===== config.mk =====
export PLATFORM = sky130hd
export DESIGN_NAME = packet_producer
export DESIGN_NICKNAME = d
export VERILOG_FILES = /design/src/rtl/packet_producer.sv
export SDC_FILE = /design/constraint.sdc
export NUM_CORES = 1
export LEC_CHECK = 0
export CAP_MARGIN = 20
export CORE_AREA = 2 2 475 477
export CTS_BUF_LIST = sky130_fd_sc_hd__clkbuf_8
export DETAILED_ROUTE_END_ITERATION = 8
export DIE_AREA = 0 0 477 479
export SYNTH_ARGS = -nofsm -noshare
export SYNTH_HDL_FRONTEND = slang
export SYNTH_SLANG_ARGS = --single-unit

===== constraint.sdc =====
create_clock -name clk -period 7.4 [get_ports clk]
set_clock_uncertainty 0.1 [all_clocks]
set_input_delay 1.85 -clock clk [delete_from_list [all_inputs] [get_ports clk]]
set_output_delay 1.85 -clock clk [all_outputs]
set_load 0.01 [all_outputs]

===== src/rtl/packet_producer.sv =====
// packet_producer: emits a packet body of incrementing bytes on one AXI-Stream
// master, then a single size beat on a second master, and counts the packets
// whose size beat was accepted.
//
// state | meaning
// IDLE  | waiting for enable with a nonzero packet_size
// BODY  | presenting body beats 0..N-1
// SIZE  | presenting the latched packet size beat
module packet_producer #(
    parameter int DW = 512
) (
    input  logic            clk,
    input  logic            rst,
    input  logic            enable,
    input  logic [15:0]     packet_size,
    output logic [DW-1:0]   axis_packetbody_tdata,
    output logic [DW/8-1:0] axis_packetbody_tkeep,
    output logic            axis_packetbody_tlast,
    output logic            axis_packetbody_tvalid,
    input  logic            axis_packetbody_tready,
    output logic [DW-1:0]   axis_packetsize_tdata,
    output logic [DW/8-1:0] axis_packetsize_tkeep,
    output logic            axis_packetsize_tlast,
    output logic            axis_packetsize_tvalid,
    input  logic            axis_packetsize_tready,
    output logic [31:0]     pkt_count
);

    localparam int BYTES = DW / 8;

    typedef enum logic [1:0] {
        IDLE = 2'd0,
        BODY = 2'd1,
        SIZE = 2'd2
    } state_t;

    state_t            state_q, state_d;
    logic [15:0]       size_q, size_d;
    logic [15:0]       beat_q, beat_d;
    // bytes remaining in the packet, counted from the start of the current beat
    logic [15:0]       left_q, left_d;
    logic [DW-1:0]     body_data_q, body_data_d;
    logic [BYTES-1:0]  body_keep_q, body_keep_d;
    logic              body_last_q, body_last_d;
    logic              body_valid_q, body_valid_d;
    logic [DW-1:0]     size_data_q, size_data_d;
    logic [BYTES-1:0]  size_keep_q, size_keep_d;
    logic              size_last_q, size_last_d;
    logic              size_valid_q, size_valid_d;
    logic [31:0]       pkt_count_q, pkt_count_d;

    // Lane i of beat k carries (k*BYTES + i) mod 256; only the low 8 bits of
    // the beat offset matter, so the product is truncated.
    function automatic logic [DW-1:0] beat_data(input logic [15:0] beat);
        logic [7:0]    base;
        logic [DW-1:0] d;
        d    = '0;
        base = 8'(int'({16'd0, beat}) * BYTES);
        for (int i = 0; i < BYTES; i++) begin
            d[i*8 +: 8] = base + 8'(i);
        end
        return d;
    endfunction

    // A lane is kept while it lies inside the remaining byte count; non-final
    // beats and exact-multiple final beats therefore come out all ones.
    function automatic logic [BYTES-1:0] beat_keep(input logic [15:0] left);
        logic [BYTES-1:0] k;
        k = '0;
        for (int i = 0; i < BYTES; i++) begin
            k[i] = (int'({16'd0, left}) > i);
        end
        return k;
    endfunction

    function automatic logic beat_is_last(input logic [15:0] left);
        return (int'({16'd0, left}) <= BYTES);
    endfunction

    // Next-state and next-output logic; every output is loaded one cycle ahead.
    always_comb begin
        state_d      = state_q;
        size_d       = size_q;
        beat_d       = beat_q;
        left_d       = left_q;
        body_data_d  = body_data_q;
        body_keep_d  = body_keep_q;
        body_last_d  = body_last_q;
        body_valid_d = body_valid_q;
        size_data_d  = size_data_q;
        size_keep_d  = size_keep_q;
        size_last_d  = size_last_q;
        size_valid_d = size_valid_q;
        pkt_count_d  = pkt_count_q;

        case (state_q)
            IDLE: begin
                if (enable && (packet_size != 16'd0)) begin
                    size_d       = packet_size;
                    beat_d       = 16'd0;
                    left_d       = packet_size;
                    body_data_d  = beat_data(16'd0);
                    body_keep_d  = beat_keep(packet_size);
                    body_last_d  = beat_is_last(packet_size);
                    body_valid_d = 1'b1;
                    state_d      = BODY;
                end
            end
            BODY: begin
                if (body_valid_q && axis_packetbody_tready) begin
                    if (body_last_q) begin
                        body_valid_d = 1'b0;
                        body_last_d  = 1'b0;
                        size_data_d  = DW'(size_q);
                        size_keep_d  = '1;
                        size_last_d  = 1'b1;
                        size_valid_d = 1'b1;
                        state_d      = SIZE;
                    end else begin
                        beat_d      = beat_q + 16'd1;
                        left_d      = left_q - 16'(BYTES);
                        body_data_d = beat_data(beat_q + 16'd1);
                        body_keep_d = beat_keep(left_q - 16'(BYTES));
                        body_last_d = beat_is_last(left_q - 16'(BYTES));
                    end
                end
            end
            SIZE: begin
                if (size_valid_q && axis_packetsize_tready) begin
                    size_valid_d = 1'b0;
                    size_last_d  = 1'b0;
                    pkt_count_d  = pkt_count_q + 32'd1;
                    state_d      = IDLE;
                end
            end
            default: begin
                state_d = IDLE;
            end
        endcase
    end

    // State and output registers with synchronous reset taking priority.
    always_ff @(posedge clk) begin
        if (rst) begin
            state_q      <= IDLE;
            size_q       <= '0;
            beat_q       <= '0;
            left_q       <= '0;
            body_data_q  <= '0;
            body_keep_q  <= '0;
            body_last_q  <= 1'b0;
            body_valid_q <= 1'b0;
            size_data_q  <= '0;
            size_keep_q  <= '0;
            size_last_q  <= 1'b0;
            size_valid_q <= 1'b0;
            pkt_count_q  <= '0;
        end else begin
            state_q      <= state_d;
            size_q       <= size_d;
            beat_q       <= beat_d;
            left_q       <= left_d;
            body_data_q  <= body_data_d;
            body_keep_q  <= body_keep_d;
            body_last_q  <= body_last_d;
            body_valid_q <= body_valid_d;
            size_data_q  <= size_data_d;
            size_keep_q  <= size_keep_d;
            size_last_q  <= size_last_d;
            size_valid_q <= size_valid_d;
            pkt_count_q  <= pkt_count_d;
        end
    end

    assign axis_packetbody_tdata  = body_data_q;
    assign axis_packetbody_tkeep  = body_keep_q;
    assign axis_packetbody_tlast  = body_last_q;
    assign axis_packetbody_tvalid = body_valid_q;
    assign axis_packetsize_tdata  = size_data_q;
    assign axis_packetsize_tkeep  = size_keep_q;
    assign axis_packetsize_tlast  = size_last_q;
    assign axis_packetsize_tvalid = size_valid_q;
    assign pkt_count              = pkt_count_q;

endmodule


# After elaboration in Yosys (flattened, before gate mapping)
# Cells that the tools add are included.
# totals
regBits,678
inputBits,21
out_inout_bits,1188
wordCells,263
# classes
n_addsub,66
order_cmp,130
n_eq_ne,7
mux,33
reduce_logical,15
# op_table
cell,n
$mux W512,3
$gt A16 B6 Y1 const B,64
$pmux W512 S2,1
$gt A16 B5 Y1 const B,32
$add A8 B6 Y8 const B,32
$gt A16 B4 Y1 const B,16
$mux W64,3
$add A8 B5 Y8 const B,16
$gt A16 B3 Y1 const B,8
$pmux W64 S2,1
$mux W16,6
$add A8 B4 Y8 const B,8
$gt A16 B1 Y1 const B,4
$gt A16 B2 Y1 const B,4
$pmux W16 S2,2
$add A32 B1 Y32 const B,1
$add A8 B3 Y8 const B,4
$le A16 B7 Y1 const B,2
$add A16 B1 Y16 const B,1
$add A8 B2 Y8 const B,2
$reduce_and A4 Y1,4
$reduce_bool A16 Y1,1
$sub A16 B7 Y16 const B,1
$ne A2 B2 Y1 const B,5
12 further kinds,30

# Logic depth before layout (Yosys ltp)
# Gate-level depths: netlist of run 1.
# depth
depth_word,5
mapped_depth,10
ltp_nobuf,8

# Worst setup path before layout of run 1
# No wires, ideal clock.
# synth_path
path_type,reg-to-output
from,"register, netlist name axis_packetbody_tdata[509]"
to,output port axis_packetbody_tdata[104]
arrival_time_ns,3.924
t_required_ns,5.450
setup_slack_ns,1.526
path_stages_with_launch,2
path_buffers,1
path_cell_list,dfxtp_1 -> buf_4
# synth_rtl
element,line,rtl
end: declaration,16,"output logic [DW-1:0] axis_packetbody_tdata,"

# Worst setup path after layout of run 1
# layout_path
from,input port packet_size[3]
to,register body_keep_q[4] (netlist: axis_packetbody_tkeep[4])
# layout_between
elab_chain_len,4
word_cells_on_any_way,7
classes_between,1 x order compare; 1 x eq/ne; 2 x mux; 3 x reduce/logical
# layout_lines
element,line,rtl
start: declaration,15,"input logic [15:0] packet_size,"
branches (longest 4 deep; another with $gt A16 B3 Y1),-,
end signal: assignment,164,body_keep_q <= body_keep_d;
end: declaration,43,"logic [BYTES-1:0] body_keep_q, body_keep_d;"
# Several ways; the timed one is not identified. The select of a mux whose other input is x is not followed.
# A chain may end at the register's enable or synchronous reset.

==> run metrics, run 1 <==
Synth Cell Area 15800 um^2; drc violations 0; filler-free cell count of the finished design 5202; aggregate global-route resource usage 5.29%; Reg area 3070 um^2; post-synthesis cell type count 73; max-slew violation count 0; io pins 1209; status finished, final reports clean; initial core utilization 7.05%; Net count, final 2221; worst endpoint data arrival time 5.12 ns; vias in the first global route 8973; top cell type's share of synthesized area 51.1%; Post-CTS Setup Repair Bufs 0; number of I/O port buffers 520; Synth async-reset ratio 0%; cts bufs inserted 17; core area 224000 um^2; cell taking the most area after synthesis buf_4; share of cells above drive strength 1 3.76%; clk_lat worst skew 0.54 ns; area of the die 228000 um^2; global-route wire length before repair 82600 um; Die Y 479 um; Post-synth EDFFs 0; RePlAce Congestion 0.942; worst setup path endpoint axis_packetbody_tkeep[4]; RSZ-0062 raised after global routing false; clk sinks 153; Setup crit start kind input port; Multi-input gate area 6920 um^2; most frequent cells in the layout 688 x conb_1, 519 x clkdlybuf4s50_1, 162 x nand2_1; critical-path maximum fanout 64; Top FF cell, synth dfxtp_1; hold buffer count at cts 0; cells after synthesis 2098; Seq cells post-synth 153; CTS H-Tree Depth 4; Worst setup EP type register; die width 477 um; FMAX 0.208 GHz; Tmin final 4.81 ns; WP data required 7.72 ns; Worst R2R Setup Slack 4.10 ns; worst slew pin tran 1.04 ns; GR Overflow Total 0; vias post-DR 12.0k; Leakage 6.89 nW; Area Overhead vs Synth 24.2%; beginning of the critical path packet_size[3]; # setup viols final 0; synth warn 0; number of detailed-routing iterations run before antenna repair 7; Power Dens Cells 131 nW/um^2; TritonCTS clock tree built; slew margin rel. 28.7%; largest net degree at the start of global routing 116; dpl ws 2.12 ns; DR vias/cell 2.31; reg-to-reg critical path endpoint axis_packetbody_tkeep[42]; drt wl/cell 12.7 um; post-route antenna net violation count 0; Placed Cells 5169; hold crit path type reg2reg; FF-to-FF path depth 9; top post-synthesis cells by area buf_4 51%, dfxtp_1 19%, nand2_1 3.9%; PostCTS Resize Cnt 0; maximum VDD drop 0.000119 V; clk slew on worst S/H paths 0.09 ns; dpl hpwl 55000 um; total routed wirelength 66000 um; most common cell after layout, fill and taps aside conb_1; # fillers 26.2k; Setup WS post-layout 2.59 ns; sequential share of the synthesized area 19.4%; hold_ws 0.351 ns; Max Buffers Root-to-Sink 2; Hold Vio Cnt, Final 0; reg2reg start left_q[6]; initial antenna violation count 12; Synth Area per Inst 7.51 um^2; Crit Path Class in2reg; Final Cycle Share 64.9%; num rows 174; DRT iter0 DRCs 1301; Fin Setup TNS 0 ns; max_cap viols 0; root buf cell clkbuf_8
==> through the flow <==
stage,cell area (um^2),total power [mW],utilization (%)
2_1_floorplan,18300,1.82,-
3_3_place_gp,19100,1.87,8.56
3_5_place_dp,19100,1.87,8.56
4_1_cts,19600,2.62,8.75
5_1_grt,19600,2.71,8.75
6_report,19600,2.56,8.76
==> state kept, by name (all words and copies together) (netlist names) <==
| register | flops |
|---|---|
| axis_packetbody_tdata | 1 |
| axis_packetbody_tkeep | 64 |
| axis_packetbody_tlast | 1 |
| axis_packetbody_tvalid | 1 |
| axis_packetsize_tdata | 16 |
| axis_packetsize_tkeep | 1 |
| axis_packetsize_tvalid | 1 |
| beat_q | 2 |
| left_q | 16 |
| pkt_count | 32 |
| size_q | 16 |
| state_q | 2 |
==> area by class of cell <==
| cell class | count | share of cell area, % |
|---|---|---|
| multi-input cells | 1474 | 35.3 |
| repair buffers | 545 | 27.6 |
| well taps | 2992 | 19.1 |
| flip-flops and latches | 153 | 15.7 |
| clock buffers | 19 | 1.34 |
| clock inverters | 11 | 0.812 |
| inverters | 6 | 0.115 |
| diodes | 2 | 0.0256 |
==> metal layers <==
metal / GRT usage, % / routed length [um] / vias to the layer above
met1: 5.86 / 23300 / 5444
met3: 3.05 / 10700 / 103
met4: 1.15 / 1090 / 18
met2: 8.71 / 30700 / 1109
met5: 0 / 110 / -
li1: - / - / 5340
==> critical path, cell delays in order <==
cell             delay, ns
clkdlybuf4s50_1       0.83
or2_2                 0.54
or4_4                 0.48
o21ai_4               0.17
buf_4                 0.60
a21oi_1               0.33
o21ai_0               0.19
o21ai_0               0.12
==> worst min-delay path by stage <==
stage | from | cells after the start | to
6_report | size_q[9] | 2 | axis_packetsize_tdata[9]
5_1_grt | size_q[12] | 2 | size_q[12]
4_1_cts | size_q[9] | 2 | axis_packetsize_tdata[9]
3_5_place_dp | size_q[8] | 2 | axis_packetsize_tdata[8]
3_3_place_gp | size_q[5] | 2 | axis_packetsize_tdata[5]
2_1_floorplan | size_q[0] | 2 | axis_packetsize_tdata[0]
==> cells by family after synthesis <==
| kind of cell | share of synthesized area, % |
|---|---|
| multiplexers | 0.190 |
| flip-flops | 19.4 |
| AO/OA/AOI/OAI | 11.3 |
| AND/OR/NAND/NOR | 13.8 |
| buffers and inverters | 53.3 |
| other | 0.0238 |
| adder cells (fa/ha/maj) | 0.238 |
| XOR/XNOR | 1.72 |
==> synthesized netlist by cell type, drive strengths merged (9+ instances only) <==
master / count
a211oi: 13
a21oi: 120
a31oi: 30
buf: 1086
clkbuf: 66
dfxtp: 153
nand2: 162
nand3: 38
nand4: 16
nor2: 122
nor3: 30
nor4: 15
o21ai: 61
o31ai: 9
xnor2: 12
xor2: 19
==> where the power goes <==
group	switching [mW]	leakage, nW	internal, mW
combinational	0.582	5.42	0.321
clock	0.379	0.212	0.354
sequential	0.0568	1.26	0.871
total	1.02	6.89	1.55
Power figures use the tool's default switching activity.
==> run 2: changes to the inputs <==
- CORE_AREA: 2 2 475 477 -> 2 2 468 470
- DIE_AREA: 0 0 477 479 -> 0 0 470 472
- clock period: 7.4 -> 3.9 ns (I/O delays scaled with it)
==> run metrics, run 2 (synthesis results as in run 1) <==
status finished, final reports clean; Hold Vio Cnt, Final 0; die width 470 um; hold buffer count at cts 0; CTS H-Tree Depth 4; Worst R2R Setup Slack 0.69 ns; reg-to-reg critical path endpoint axis_packetbody_tkeep[56]; aggregate global-route resource usage 5.47%; Fin Setup TNS 0 ns; initial antenna violation count 12; root buf cell clkbuf_8; hold path start axis_packetbody_tkeep[31]; initial core utilization 7.28%; FMAX 0.295 GHz; FF-to-FF path depth 8; core area 217000 um^2; io pins 1209; Die Y 472 um; num rows 171; slew margin rel. 34.5%; cts bufs inserted 17; Crit Path Class reg2out; Hold Path Depth 2; max-slew violation count 0; Post-CTS Setup Repair Bufs 0; clk slew on worst S/H paths 0.10 ns; number of I/O port buffers 520; DRT iter0 DRCs 879; hold crit path type reg2reg; Tmin final 3.39 ns; number of detailed-routing iterations run before antenna repair 6; RePlAce Congestion 0.916; reg2reg start left_q[7]; RSZ-0062 raised after global routing false; vias post-DR 12.1k; Setup crit start kind register; total routed wirelength 65900 um; Max Buffers Root-to-Sink 2; vias in the first global route 9404; worst slew pin tran 0.983 ns; post-route antenna net violation count 0; most frequent cells in the layout 688 x conb_1, 519 x clkdlybuf4s50_1, 162 x nand2_1; most common cell after layout, fill and taps aside conb_1; drc violations 0; TritonCTS clock tree built; worst endpoint data arrival time 2.31 ns; Power Dens Cells 244 nW/um^2; # setup viols final 0; clk_lat worst skew 0.56 ns; PostCTS Resize Cnt 0; share of cells above drive strength 1 6.67%; Final Cycle Share 86.9%; Leakage 7.23 nW; critical-path maximum fanout 130; Worst setup EP type output pin; DR vias/cell 2.34; WP data required 2.82 ns; max_cap viols 0; Area Overhead vs Synth 26.9%; dpl hpwl 56000 um; # fillers 25.4k; clk sinks 153; Largest register FFs 64; drt wl/cell 12.8 um; area of the die 222000 um^2; final core utilization 9.24%; global-route wire length before repair 83100 um; maximum VDD drop 0.000188 V; Net count, final 2291; hold path endpoint axis_packetbody_tkeep[31]; largest net degree at the start of global routing 131; GR Overflow Total 0
run 2: changes by cell type in the layout (fill, tap and decap cells not counted), sizes merged:
cell / delta
clkinv: +1
clkinvlp: +1
diode: +6
buf: +70
bufinv: -1
clkbuf: -1
inv: +1
run 2: area by class of cell:
| type | count | area (um^2) | area share, % |
|---|---|---|---|
| antenna | 8 | 20.0 | 0.100 |
| clock buffer | 18 | 248 | 1.24 |
| clock inverter | 13 | 163 | 0.813 |
| inverter | 6 | 22.5 | 0.113 |
| multi-input combinational | 1474 | 6890 | 34.4 |
| sequential | 153 | 3070 | 15.3 |
| tap | 2854 | 3570 | 17.8 |
| timing repair buffer | 615 | 6030 | 30.1 |
run 2: worst max path at each step:
| stage | endpoint | depth (start not counted) | slack [ns] | startpoint |
|---|---|---|---|---|
| after global routing | axis_packetbody_tdata[473] | 2 | 0.29 | axis_packetbody_tdata[509] |
| after CTS | axis_packetbody_tdata[461] | 2 | 0.38 | axis_packetbody_tdata[509] |
| final | axis_packetbody_tdata[424] | 2 | 0.51 | axis_packetbody_tdata[509] |
| after floorplan | axis_packetbody_tdata[104] | 1 | 0.51 | axis_packetbody_tdata[509] |
| after global placement | axis_packetbody_tlast | 7 | 0.08 | packet_size[1] |
| after detailed placement | axis_packetbody_tlast | 7 | 0.08 | packet_size[1] |
run 2: critical path, stage by stage, from the launching register on:
cell	delay, ns
dfxtp_4	0.57
buf_12	0.33
clkdlybuf4s50_1	0.65
run 2: where the power goes:
| part | total (mW) | internal (mW) | leakage (nW) | switching (mW) |
|---|---|---|---|---|
| combinational | 1.80 | 0.664 | 5.77 | 1.13 |
| sequential | 1.74 | 1.65 | 1.26 | 0.0883 |
| clock | 1.35 | 0.601 | 0.203 | 0.746 |
| total | 4.89 | 2.92 | 7.23 | 1.97 |
run 2: through the flow:
stage	instances	setup WS [ns]	instance area, um^2	power, mW	hold WS [ns]
2_1_floorplan	2785	0.512	18300	3.40	0.332
3_3_place_gp	5102	0.0794	19600	3.62	0.330
3_5_place_dp	5102	0.0755	19600	3.62	0.340
4_1_cts	5133	0.376	20000	5.00	0.354
5_1_grt	5136	0.290	20000	5.20	0.372
6_report	5141	0.510	20000	4.89	0.348
run 2: metal layers:
metal | global-route usage, % | wire (um)
met2 | 9.18 | 31200
met4 | 1.26 | 1060
met5 | 0 | 48
met1 | 5.65 | 22200
met3 | 3.56 | 11400
